[src/rtl/cpu6_pipestage_skid_pkg.sv]
// Shared definitions for the cpu6 generic pipeline-stage register:
// occupancy state encoding and the default stall-counter width.
package cpu6_pipestage_skid_pkg;

  typedef enum logic [1:0] {
    CPU6_PS_EMPTY = 2'd0,
    CPU6_PS_ONE   = 2'd1,
    CPU6_PS_TWO   = 2'd2
  } cpu6_ps_state_e;

  localparam int unsigned CPU6_PS_CNT_W = 16;

  function automatic logic ps_has_data(input cpu6_ps_state_e s);
    return (s != CPU6_PS_EMPTY);
  endfunction

endpackage

[src/rtl/cpu6_pipestage_skid_satcnt.sv]
// Saturating up-counter with synchronous clear; clear wins over increment.
module cpu6_satcnt #(
  parameter int unsigned W = 16
) (
  input  logic         clk,
  input  logic         clr,
  input  logic         inc,
  output logic [W-1:0] cnt
);

  logic [W-1:0] cnt_q;
  logic [W-1:0] cnt_d;

  // next count: clear, saturating increment, or hold
  always_comb begin
    cnt_d = cnt_q;
    if (clr) begin
      cnt_d = '0;
    end else if (inc && (cnt_q != {W{1'b1}})) begin
      cnt_d = cnt_q + W'(1);
    end else begin
      cnt_d = cnt_q;
    end
  end

  // count register
  always_ff @(posedge clk) begin
    cnt_q <= cnt_d;
  end

  assign cnt = cnt_q;

endmodule

[src/rtl/cpu6_pipestage_skid.sv]
// Generic cpu6 pipeline-stage register: valid/ready payload slot with optional
// two-entry skid buffer (registered in_ready), flush, and a stall counter.
module cpu6_pipestage_skid
  import cpu6_pipestage_skid_pkg::*;
#(
  parameter int unsigned WIDTH          = 32,
  parameter int unsigned SKID           = 1,
  parameter int unsigned CLEAR_ON_FLUSH = 1,
  parameter int unsigned CNT_W          = CPU6_PS_CNT_W
) (
  input  logic             clk,
  input  logic             reset,
  input  logic             flush,
  input  logic             in_valid,
  output logic             in_ready,
  input  logic [WIDTH-1:0] in_data,
  output logic             out_valid,
  input  logic             out_ready,
  output logic [WIDTH-1:0] out_data,
  output logic [CNT_W-1:0] stall_cnt
);

  cpu6_ps_state_e   state_q, state_d;
  logic [WIDTH-1:0] main_q, main_d;
  logic [WIDTH-1:0] skid_q, skid_d;
  logic             rdy_q, rdy_d;
  logic             in_fire_s;
  logic             out_fire_s;

  assign out_valid  = ps_has_data(state_q);
  assign out_data   = main_q;
  // Skid mode: in_ready comes from a flop, only gated by reset.
  assign in_ready   = (SKID != 0) ? (rdy_q & ~reset)
                                  : (~reset & (~out_valid | out_ready));
  assign in_fire_s  = in_valid & in_ready;
  assign out_fire_s = out_valid & out_ready;

  // next occupancy state and payload registers
  always_comb begin
    state_d = state_q;
    main_d  = main_q;
    skid_d  = skid_q;
    if (flush) begin
      state_d = CPU6_PS_EMPTY;
      if (CLEAR_ON_FLUSH != 0) begin
        main_d = '0;
        skid_d = '0;
      end else begin
        main_d = main_q;
        skid_d = skid_q;
      end
    end else if (SKID != 0) begin
      case (state_q)
        CPU6_PS_EMPTY: begin
          if (in_fire_s) begin
            state_d = CPU6_PS_ONE;
            main_d  = in_data;
          end else begin
            state_d = CPU6_PS_EMPTY;
          end
        end
        CPU6_PS_ONE: begin
          if (in_fire_s && out_fire_s) begin
            main_d = in_data;
          end else if (in_fire_s) begin
            state_d = CPU6_PS_TWO;
            skid_d  = in_data;
          end else if (out_fire_s) begin
            state_d = CPU6_PS_EMPTY;
          end else begin
            state_d = CPU6_PS_ONE;
          end
        end
        CPU6_PS_TWO: begin
          if (out_fire_s) begin
            state_d = CPU6_PS_ONE;
            main_d  = skid_q;
          end else begin
            state_d = CPU6_PS_TWO;
          end
        end
        default: begin
          state_d = CPU6_PS_EMPTY;
        end
      endcase
    end else begin
      // Single-register mode: a load always wins over a drain.
      if (in_fire_s) begin
        state_d = CPU6_PS_ONE;
        main_d  = in_data;
      end else if (out_fire_s) begin
        state_d = CPU6_PS_EMPTY;
      end else begin
        state_d = state_q;
      end
    end
    rdy_d = (state_d != CPU6_PS_TWO);
  end

  // state, payload and registered-ready flops
  always_ff @(posedge clk) begin
    if (reset) begin
      state_q <= CPU6_PS_EMPTY;
      main_q  <= '0;
      skid_q  <= '0;
      rdy_q   <= 1'b1;
    end else begin
      state_q <= state_d;
      main_q  <= main_d;
      skid_q  <= skid_d;
      rdy_q   <= rdy_d;
    end
  end

  cpu6_satcnt #(
    .W (CNT_W)
  ) u_stall_cnt (
    .clk (clk),
    .clr (reset),
    .inc (out_valid & ~out_ready & ~flush),
    .cnt (stall_cnt)
  );

endmodule

[config.mk]
export PLATFORM = sky130hd
export DESIGN_NAME = cpu6_pipestage_skid
export DESIGN_NICKNAME = d
export VERILOG_FILES = /design/src/rtl/cpu6_pipestage_skid_pkg.sv /design/src/rtl/cpu6_pipestage_skid_satcnt.sv /design/src/rtl/cpu6_pipestage_skid.sv
export SDC_FILE = /design/constraint.sdc
export NUM_CORES = 1
export LEC_CHECK = 0
export ABC_AREA = 0
export ABC_CLOCK_PERIOD_IN_PS = 2000
export BUFFER_PORTS_ARGS = -buffer_cell sky130_fd_sc_hd__clkbuf_2
export CAP_MARGIN = 20
export CORE_MARGIN = 4
export CORE_UTILIZATION = 25
export CTS_BUF_LIST = sky130_fd_sc_hd__clkbuf_4
export CTS_CLUSTER_DIAMETER = 100
export DETAILED_ROUTE_END_ITERATION = 10
export GPL_ROUTABILITY_DRIVEN = 0
export HOLD_SLACK_MARGIN = 0.02
export SYNTH_ARGS = -nofsm -noshare
export SYNTH_HDL_FRONTEND = slang
export SYNTH_SLANG_ARGS = --single-unit
[constraint.sdc]
create_clock -name clk -period 2 [get_ports clk]
set_input_delay 0.1 -clock clk [delete_from_list [all_inputs] [get_ports clk]]
set_output_delay 0.1 -clock clk [all_outputs]
set_load 0.02 [all_outputs]
==> results of run 1 <==
layout make-up:
| cell class | instances | area, µm² |
|---|---|---|
| Clock inverter | 5 | 53.8 |
| Inverter | 4 | 15.0 |
| Tap cell | 180 | 225 |
| Fill cell | 1463 | 9220 |
| Multi-Input combinational cell | 284 | 1750 |
| Sequential cell | 83 | 1660 |
| Clock buffer | 11 | 82.6 |
| Timing Repair Buffer | 132 | 871 |
Yosys cell counts, types with 2 or more instances:
master / instances
nor4_1: 3
a211oi_1: 32
nand3_1: 3
nand4_1: 6
inv_1: 4
or4_1: 9
dfxtp_1: 83
a21oi_1: 46
mux2_2: 2
nand2_1: 70
nand3b_1: 2
buf_6: 2
or3_1: 3
clkbuf_1: 16
nor2_1: 36
nor2b_1: 4
and4_1: 2
o21ai_0: 4
and2_1: 2
mux2i_1: 33
o31ai_1: 9
buf_2: 10
through the flow:
step	total power, mW	hold slack (ns)	TNS (ns)
2_1_floorplan	1.88	0.218	0
3_3_place_gp	1.98	0.337	0
3_5_place_dp	1.99	0.347	-0.102
4_1_cts	3.03	0.0548	0
5_1_grt	3.13	0.0614	-0.000995
6_report	2.97	0.116	0
path summary, 6_finish.rpt:
check | end | slack [ns] | cells after the start
max | u_stall_cnt.cnt[15] | 0.17 | 6
min | u_stall_cnt.cnt[4] | 0.12 | 3
max reg2reg | u_stall_cnt.cnt[15] | 0.17 | 6
min reg2reg | skid_q[26] | 0.46 | 2
where the power goes:
| part | switching (mW) | internal, mW |
|---|---|---|
| Sequential | 0.0141 | 1.68 |
| Combinational | 0.168 | 0.136 |
| Clock | 0.571 | 0.403 |
| Total | 0.754 | 2.22 |
registers in the layout, summed over array words and instances (netlist names):
name,cells
out_data,32
skid_q,32
u_stall_cnt.cnt,16
state_q,2
rdy_q,1
critical path, delay by kind of cell (launching register included):
family / cells / cell delay [ns]
simple gates: 2 / 0.71
flops: 1 / 0.38
compound gates: 2 / 0.25
fa+ha+maj: 1 / 0.24
buf+inv: 1 / 0.17
cells by family (layout without fill, tap and decap cells):
kind of cell               Yosys count  count (layout)  synth area share, %
AOI/OAI and AO/OA                   96              96                 17.8
buffers and inverters               34             152                 4.47
muxes                               35              35                 9.93
adders and majority gates            1               1                0.352
DFF                                 83              83                 46.7
and+or+nand+nor                    152             152                 20.7
layer usage:
metal | global-route usage (%) | share of wire, % | vias up
li1 | - | - | 1664
met1 | 14.3 | 45 | 1518
met3 | 3.18 | 4.3 | 13
met4 | 4.86 | 1.8 | 0
met2 | 19.6 | 49 | 68
met5 | 0 | 0 | -
repair_timing:
item                                    in CTS  in global routing
resized for setup                            0                  3
endpoints found under the hold margin       66                  0
pin swaps                                    1                  1
hold buffers                                33                  0
setup buffers                                0                  1
endpoints found under the setup margin       5                 14
==> flow_summary.toml, run 1 <==
[run_status]
outcome = "completed"

[grt]
grt_pass1_vias = 3118
antenna_found_initial = 0
grt_pass1_wl_mm = 15.2
overflow = 0
grt_max_degree = 42
grt_use_total_pct = 11.7

[synthesis]
synthesis.nets = 439
synth-edff-count = 0
synth-seq-area-share_pct = 46.7
ys_warn_count = 0
syn_area_per_cell_um2 = 8.86
synth_ff_type = "dfxtp_1"
synth_area_leaders = "dfxtp_1 (47%), mux2i_1 (9.3%), nand2_1 (7.4%)"
mappedNetlistArea_mm2 = 0.00355
yosysUniqueCellTypes = 42
synth_seq_cells = 83
synthArstFlopShare_pct = 0
syn_inst = 401
synth_top_area_share_pct = 46.7
yosysTopAreaCell = "dfxtp_1"

[cells_and_area]
final_nets = 552
diodes = 0
final_common_cell = "clkbuf_2"
layout-drive-gt1-share_pct = 25.0
final_cells = 699
stdcell_area_mm2 = 0.00466
layout_common_cells = "clkbuf_2 (86), dfxtp_1 (83), nand2_1 (70)"
syn_to_final_growth_pct = 31.0
post-route-util_pct = 33.6

[floorplan]
rows = 43
die_w_um = 127
core_area_mm2 = 0.0139
start_util_pct = 25.6
fp.dieH_um = 127
ioPinCount = 87
die_area_mm2 = 0.0162

[pwr]
p_leak_nw = 1.94
power.density_mw_per_mm2 = 638
peakVddDrop_mv = 0.337

[worst_setup_path]
crit_path_start_kind = "flop"
crit_arrival_ns = 2.20
path_max_fanout = 12
cp_cell_sequence = "ha_1 > nand3_2 > o41ai_4 > buf_4 > or4_1 > a21oi_1"
endpoint_kind = "flop"
critPathSlowestCell = "or4_1"
cp.required_ns = 2.37
cpPeakStageDelay_ns = 0.49
r2r-start = "u_stall_cnt.cnt[0]"
critPathKind = "reg2reg"
crit_start = "u_stall_cnt.cnt[0]"

[drt]
routedWlPerCell_um = 13.0
routed_via_density = 4.67
dr.pass1.iters = 4
drt_iter0_markers = 74
route.detailed.drc = 0
wl_mm = 9.08
vias = 3263
ant_nets = 0

[sta]
max_slew.worst_pin.slew_ns = 0.544
slew-limit-headroom_pct = 63.8
min_period_ns = 1.83
finClkSkew_ns = 0.0133
max_freq_mhz = 546
hold_violations = 0
fin_ws_ns = 0.169
drv_slew = 0
setup_viol = 0
period_share_pct = 91.6

[clocking]
clk_pin_slew_ns = 0.13
cts_tree = "yes"
cts_buffers = 9
clock_latency_ns = 0.44
h-tree-depth = 3
max-clock-path-buffers = 2
cts-root-buf = "clkbuf_4"
clock-sinks = 83

[placement]
detailed_place.area_mm2 = 0.00417
placedCellCount = 649
portBuffers = 86
dp_hpwl_mm = 6.25
place_ws_ns = -0.0260

[worst_hold_path]
min_path_type = "in2reg"
min-delay-start = "reset"

[job]
cap_violations = 0
Power figures use the tool's default switching activity.
==> run 2: changes to the inputs <==
--- a/config.mk
+++ b/config.mk
@@ -16,6 +16,7 @@
 export DETAILED_ROUTE_END_ITERATION = 10
 export GPL_ROUTABILITY_DRIVEN = 0
 export HOLD_SLACK_MARGIN = 0.02
+export PLACE_DENSITY = 0.51
 export SYNTH_ARGS = -nofsm -noshare
 export SYNTH_HDL_FRONTEND = slang
 export SYNTH_SLANG_ARGS = --single-unit
==> flow_summary.toml, run 2 (synthesized netlist as in run 1, its figures left out) <==
[run_status]
outcome = "completed"

[grt]
grt_pass1_wl_mm = 15.3
overflow = 0
antenna_found_initial = 0
grt_max_degree = 39
grt_use_total_pct = 11.9
grt_pass1_vias = 3153

[clocking]
clk_pin_slew_ns = 0.14
h-tree-depth = 3
clock-sinks = 83
cts-root-buf = "clkbuf_4"
cts_tree = "yes"
cts_buffers = 9
max-clock-path-buffers = 2
clock_latency_ns = 0.45

[worst_setup_path]
cp.required_ns = 2.34
crit_arrival_ns = 2.17
cpPeakStageDelay_ns = 0.49
crit_family = "compound AO/OA/AOI/OAI gates"
cp_cell_sequence = "ha_1 > nand3_2 > o41ai_4 > buf_4 > or4_1 > a21oi_1"
critPathKind = "reg2reg"
path_max_fanout = 9
critPathSlowestCell = "o41ai_4"
crit_path_start_kind = "flop"
rrSetupSlack_ns = 0.16
path_buf_inv = 1
endpoint_kind = "flop"

[pwr]
clkPwrFrac_pct = 30.1
intPower_mw = 2.11
total_power_mw = 2.86
p_leak_nw = 1.96
power_switching_uw = 757
power.density_mw_per_mm2 = 611
pwr-share-comb_pct = 10.9
p_sw_share_pct = 26.4
seq_power_share_pct = 59.1
peakVddDrop_mv = 0.222

[drt]
drt_iter0_markers = 147
vias = 3268
dr.pass1.iters = 6
ant_nets = 0
route.detailed.drc = 0
routedWlPerCell_um = 13.1
wl_mm = 9.22
routed_via_density = 4.63

[floorplan]
fp.dieH_um = 127
core_area_mm2 = 0.0139
rows = 43
start_util_pct = 25.6
die_w_um = 127
die_area_mm2 = 0.0162
ioPinCount = 87

[placement]
portBuffers = 86
detailed_place.area_mm2 = 0.00421
placedCellCount = 653
dp_hpwl_mm = 6.29
place_ws_ns = 0.0291

[sta]
slew-limit-headroom_pct = 72.4
period_share_pct = 91.8
holdWs_ns = 0.135
hold_violations = 0
fin_ws_ns = 0.165
rsz0062_at_grt = "false"
finClkSkew_ns = 0.0198
setup_viol = 0
fin_tns_setup_ns = 0
max_slew.worst_pin.slew_ns = 0.414
min_period_ns = 1.84
max_freq_mhz = 545
drv_slew = 0

[job]
cap_violations = 0

[cells_and_area]
final_nets = 559
stdcell_area_mm2 = 0.00469
final_common_cell = "clkbuf_2"
diodes = 0
layout-drive-gt1-share_pct = 25.3
fillers = 1510
syn_to_final_growth_pct = 31.9
final_cells = 706
multi_input_comb_area_mm2 = 0.00174
post-route-util_pct = 33.8
layout_common_cells = "clkbuf_2 (86), dfxtp_1 (83), nand2_1 (70)"
regArea_mm2 = 0.00166

[worst_hold_path]
min_path_type = "in2reg"
## run 2: area by class of cell
type / instances / share of cell area, %
sequential: 83 / 35.4
inverter: 4 / 0.320
tap: 180 / 4.80
clock inverter: 4 / 0.374
clock buffer: 12 / 1.92
timing repair buffer: 139 / 20.0
multi-input combinational: 284 / 37.1
## run 2: worst reg2reg max path, stage by stage, from the launching register on
cell and delay [ns]:
dfxtp_1 0.43, ha_1 0.22, nand3_2 0.21, o41ai_4 0.49
buf_4 0.20, or4_1 0.10, a21oi_1 0.06
## run 2: path summary, 6_finish.rpt
check	start	end	depth (start not counted)
hold / removal	flush	u_stall_cnt.cnt[7]	5
setup / recovery	u_stall_cnt.cnt[0]	u_stall_cnt.cnt[13]	6
hold reg to reg	skid_q[12]	skid_q[12]	2
setup reg to reg	u_stall_cnt.cnt[0]	u_stall_cnt.cnt[13]	6
## run 2: routing by layer
layer | part of all wire, % | vias to the layer above | wire length, µm | global-route usage, %
met3 | 5.3 | 8 | 493 | 4.10
met1 | 46 | 1518 | 4290 | 14.7
met2 | 47 | 69 | 4340 | 19.1
met4 | 1.1 | 0 | 100 | 4.16
met5 | 0 | - | 0 | 0
li1 | - | 1673 | - | -
## run 2: timing repair
action	4_1_cts	5_1_grt
hold buffers	34	0
gates resized for setup	0	1
setup buffers	0	3
pin swaps	1	1
setup endpoints to repair	1	9
endpoints found under the hold margin	68	0
## run 2: power groups by stage
stage               Combinational (mW)  Sequential, mW  Clock (mW)
floorplan                        0.125            1.76           0
global placement                 0.263            1.73           0
detailed placement               0.264            1.73           0
CTS                              0.317            1.69       0.928
global route                     0.347            1.70       0.995
finish                           0.311            1.69       0.861
==> run 3: changes to the inputs <==
--- a/config.mk
+++ b/config.mk
@@ -17,6 +17,8 @@
 export GPL_ROUTABILITY_DRIVEN = 0
 export HOLD_SLACK_MARGIN = 0.02
 export PLACE_DENSITY = 0.51
+export REMOVE_ABC_BUFFERS = 1
+export SETUP_SLACK_MARGIN = 0.4
 export SYNTH_ARGS = -nofsm -noshare
 export SYNTH_HDL_FRONTEND = slang
 export SYNTH_SLANG_ARGS = --single-unit
==> constraint.sdc (replaced) <==
create_clock -name clk -period 2 [get_ports clk]
set_input_delay 0.1 -clock clk [delete_from_list [all_inputs] [get_ports clk]]
set_output_delay 0.1 -clock clk [all_outputs]
set_load 0.05 [all_outputs]
==> flow_summary.toml, run 3 (synthesized netlist as in run 1, its figures left out) <==
[sta]
holdWs_ns = 0.0764
max_freq_mhz = 602
period_share_pct = 83.1
setup_viol = 0
rsz0062_at_grt = "true"
max_slew.worst_pin.slew_ns = 0.708
slew-limit-headroom_pct = 52.8
finClkSkew_ns = 0.0121
hold_violations = 0
min_period_ns = 1.66
drv_slew = 0

[grt]
grt_use_met3_pct = 3.26
met1_usage_pct = 16.3
grt_pass1_vias = 3256
top_usage_layer = "met2"
use_met2_pct = 19.2
overflow = 0
antenna_found_initial = 0
grt_max_degree = 65
grt_pass1_wl_mm = 16.2
grt_use_total_pct = 12.3

[worst_setup_path]
endpoint_kind = "flop"
crit_path_start_kind = "flop"
path_max_fanout = 6
critPathSlowestCell = "or4_1"
cpPeakStageDelay_ns = 0.46
crit_start = "u_stall_cnt.cnt[1]"
critPathCapture = "u_stall_cnt.cnt[13]"
r2r-end = "u_stall_cnt.cnt[13]"
cp_cell_sequence = "ha_4 > nand3_2 > buf_6 > o41ai_4 > buf_4 > or4_1 > a21oi_1"
r2r_cells = 7
r2r-start = "u_stall_cnt.cnt[1]"
crit_arrival_ns = 2.05
critPathKind = "reg2reg"
cp.required_ns = 2.39
rrSetupSlack_ns = 0.34

[cells_and_area]
fillers = 1453
final_cells = 711
stdcell_area_mm2 = 0.00495
final_common_cell = "clkbuf_2"
syn_to_final_growth_pct = 39.1
multi_input_comb_area_mm2 = 0.00183
diodes = 0
layout-drive-gt1-share_pct = 31.3
final_nets = 564
layout_common_cells = "clkbuf_2 (85), nand2_1 (70), dfxtp_1 (66)"
regArea_mm2 = 0.00170

[clocking]
cts_buffers = 9
max-clock-path-buffers = 2
clock_latency_ns = 0.46
clk_pin_slew_ns = 0.14
clock-sinks = 83
h-tree-depth = 3
cts_tree = "yes"
cts-root-buf = "clkbuf_4"

[floorplan]
die_area_mm2 = 0.0162
fp.dieH_um = 127
die_w_um = 127
start_util_pct = 25.6
core_area_mm2 = 0.0139
rows = 43
ioPinCount = 87

[drt]
routed_via_density = 4.74
routedWlPerCell_um = 14.4
ant_nets = 0
route.detailed.drc = 0
drt_iter0_markers = 146
wl_mm = 10.3
dr.pass1.iters = 4
vias = 3373

[pwr]
p_leak_nw = 2.04
power_switching_uw = 908
pwr-share-comb_pct = 13.1
intPower_mw = 2.08
seq_power_share_pct = 56.3
p_sw_share_pct = 30.4
clkPwrFrac_pct = 30.6
power.density_mw_per_mm2 = 605
peakVddDrop_mv = 0.258

[placement]
detailed_place.area_mm2 = 0.00419
placedCellCount = 647
dp_hpwl_mm = 6.08
portBuffers = 86

[job]
cap_violations = 0

[run_status]
outcome = "completed"

[worst_hold_path]
min_path_type = "in2reg"
run 3: cell types whose count changed in the layout (fill, tap and decap cells not counted), sizes merged:
| cell | before | now |
|---|---|---|
| buf | 19 | 24 |
| clkinvlp | 0 | 2 |
| dlygate4sd3 | 34 | 33 |
| clkbuf | 98 | 96 |
| inv | 4 | 5 |
run 3: layer usage:
metal / vias up / part of all wire (%)
met5: - / 0
met3: 11 / 5.8
li1: 1683 / -
met2: 95 / 45
met4: 0 / 1.5
met1: 1584 / 48
run 3: cell type report:
cell class | count | area share (%)
clock buffers | 9 | 1.37
clock inverters | 7 | 1.09
inverters | 4 | 0.304
multi-input cells | 284 | 36.9
flip-flops and latches | 83 | 34.4
well taps | 180 | 4.55
repair buffers | 144 | 21.4
run 3: timing repair:
action                                 in CTS  in global routing
gates resized for setup                    30                 29
endpoints found under the hold margin      66                  0
gates cloned                                1                  2
pin swaps                                   9                  8
hold buffers                               33                  0
setup endpoints to repair                  48                 62
buffers inserted                           11                  1
run 3: per-stage QoR:
stage | total power, mW | TNS (ns) | setup WS (ns) | util (%)
CTS | 3.03 | 0 | 0.368 | 34.7
global route | 3.14 | 0 | 0.283 | 35.6
floorplan | 1.92 | -7.69 | -0.349 | -
detailed placement | 2.05 | 0 | 0.206 | 30.2
global placement | 2.04 | 0 | 0.265 | 30.2
finish | 2.99 | 0 | 0.338 | 35.6
run 3: worst min path at each step:
stage / end / startpoint / depth (start not counted) / slack [ns]
after floorplan: u_stall_cnt.cnt[0] / reset / 1 / 0.17
after global placement: skid_q[4] / in_data[4] / 3 / 0.34
after detailed placement: skid_q[19] / in_data[19] / 3 / 0.35
after CTS: u_stall_cnt.cnt[4] / reset / 3 / 0.02
after global routing: u_stall_cnt.cnt[5] / reset / 3 / 0.05
final: u_stall_cnt.cnt[4] / reset / 3 / 0.08
run 3: power by group through the flow:
stage | registers [mW] | clock network (mW) | logic (mW)
3_5_place_dp | 1.73 | 0 | 0.316
5_1_grt | 1.69 | 1.02 | 0.428
3_3_place_gp | 1.73 | 0 | 0.310
4_1_cts | 1.69 | 0.969 | 0.371
2_1_floorplan | 1.81 | 0 | 0.115
6_report | 1.68 | 0.914 | 0.392
run 3: critical path: cells and delay by family (launching register included):
family	cells	cell delay [ns]
buffers and inverters	2	0.29
DFF	1	0.39
adders and majority gates	1	0.16
and+or+nand+nor	2	0.53
AOI/OAI and AO/OA	2	0.22
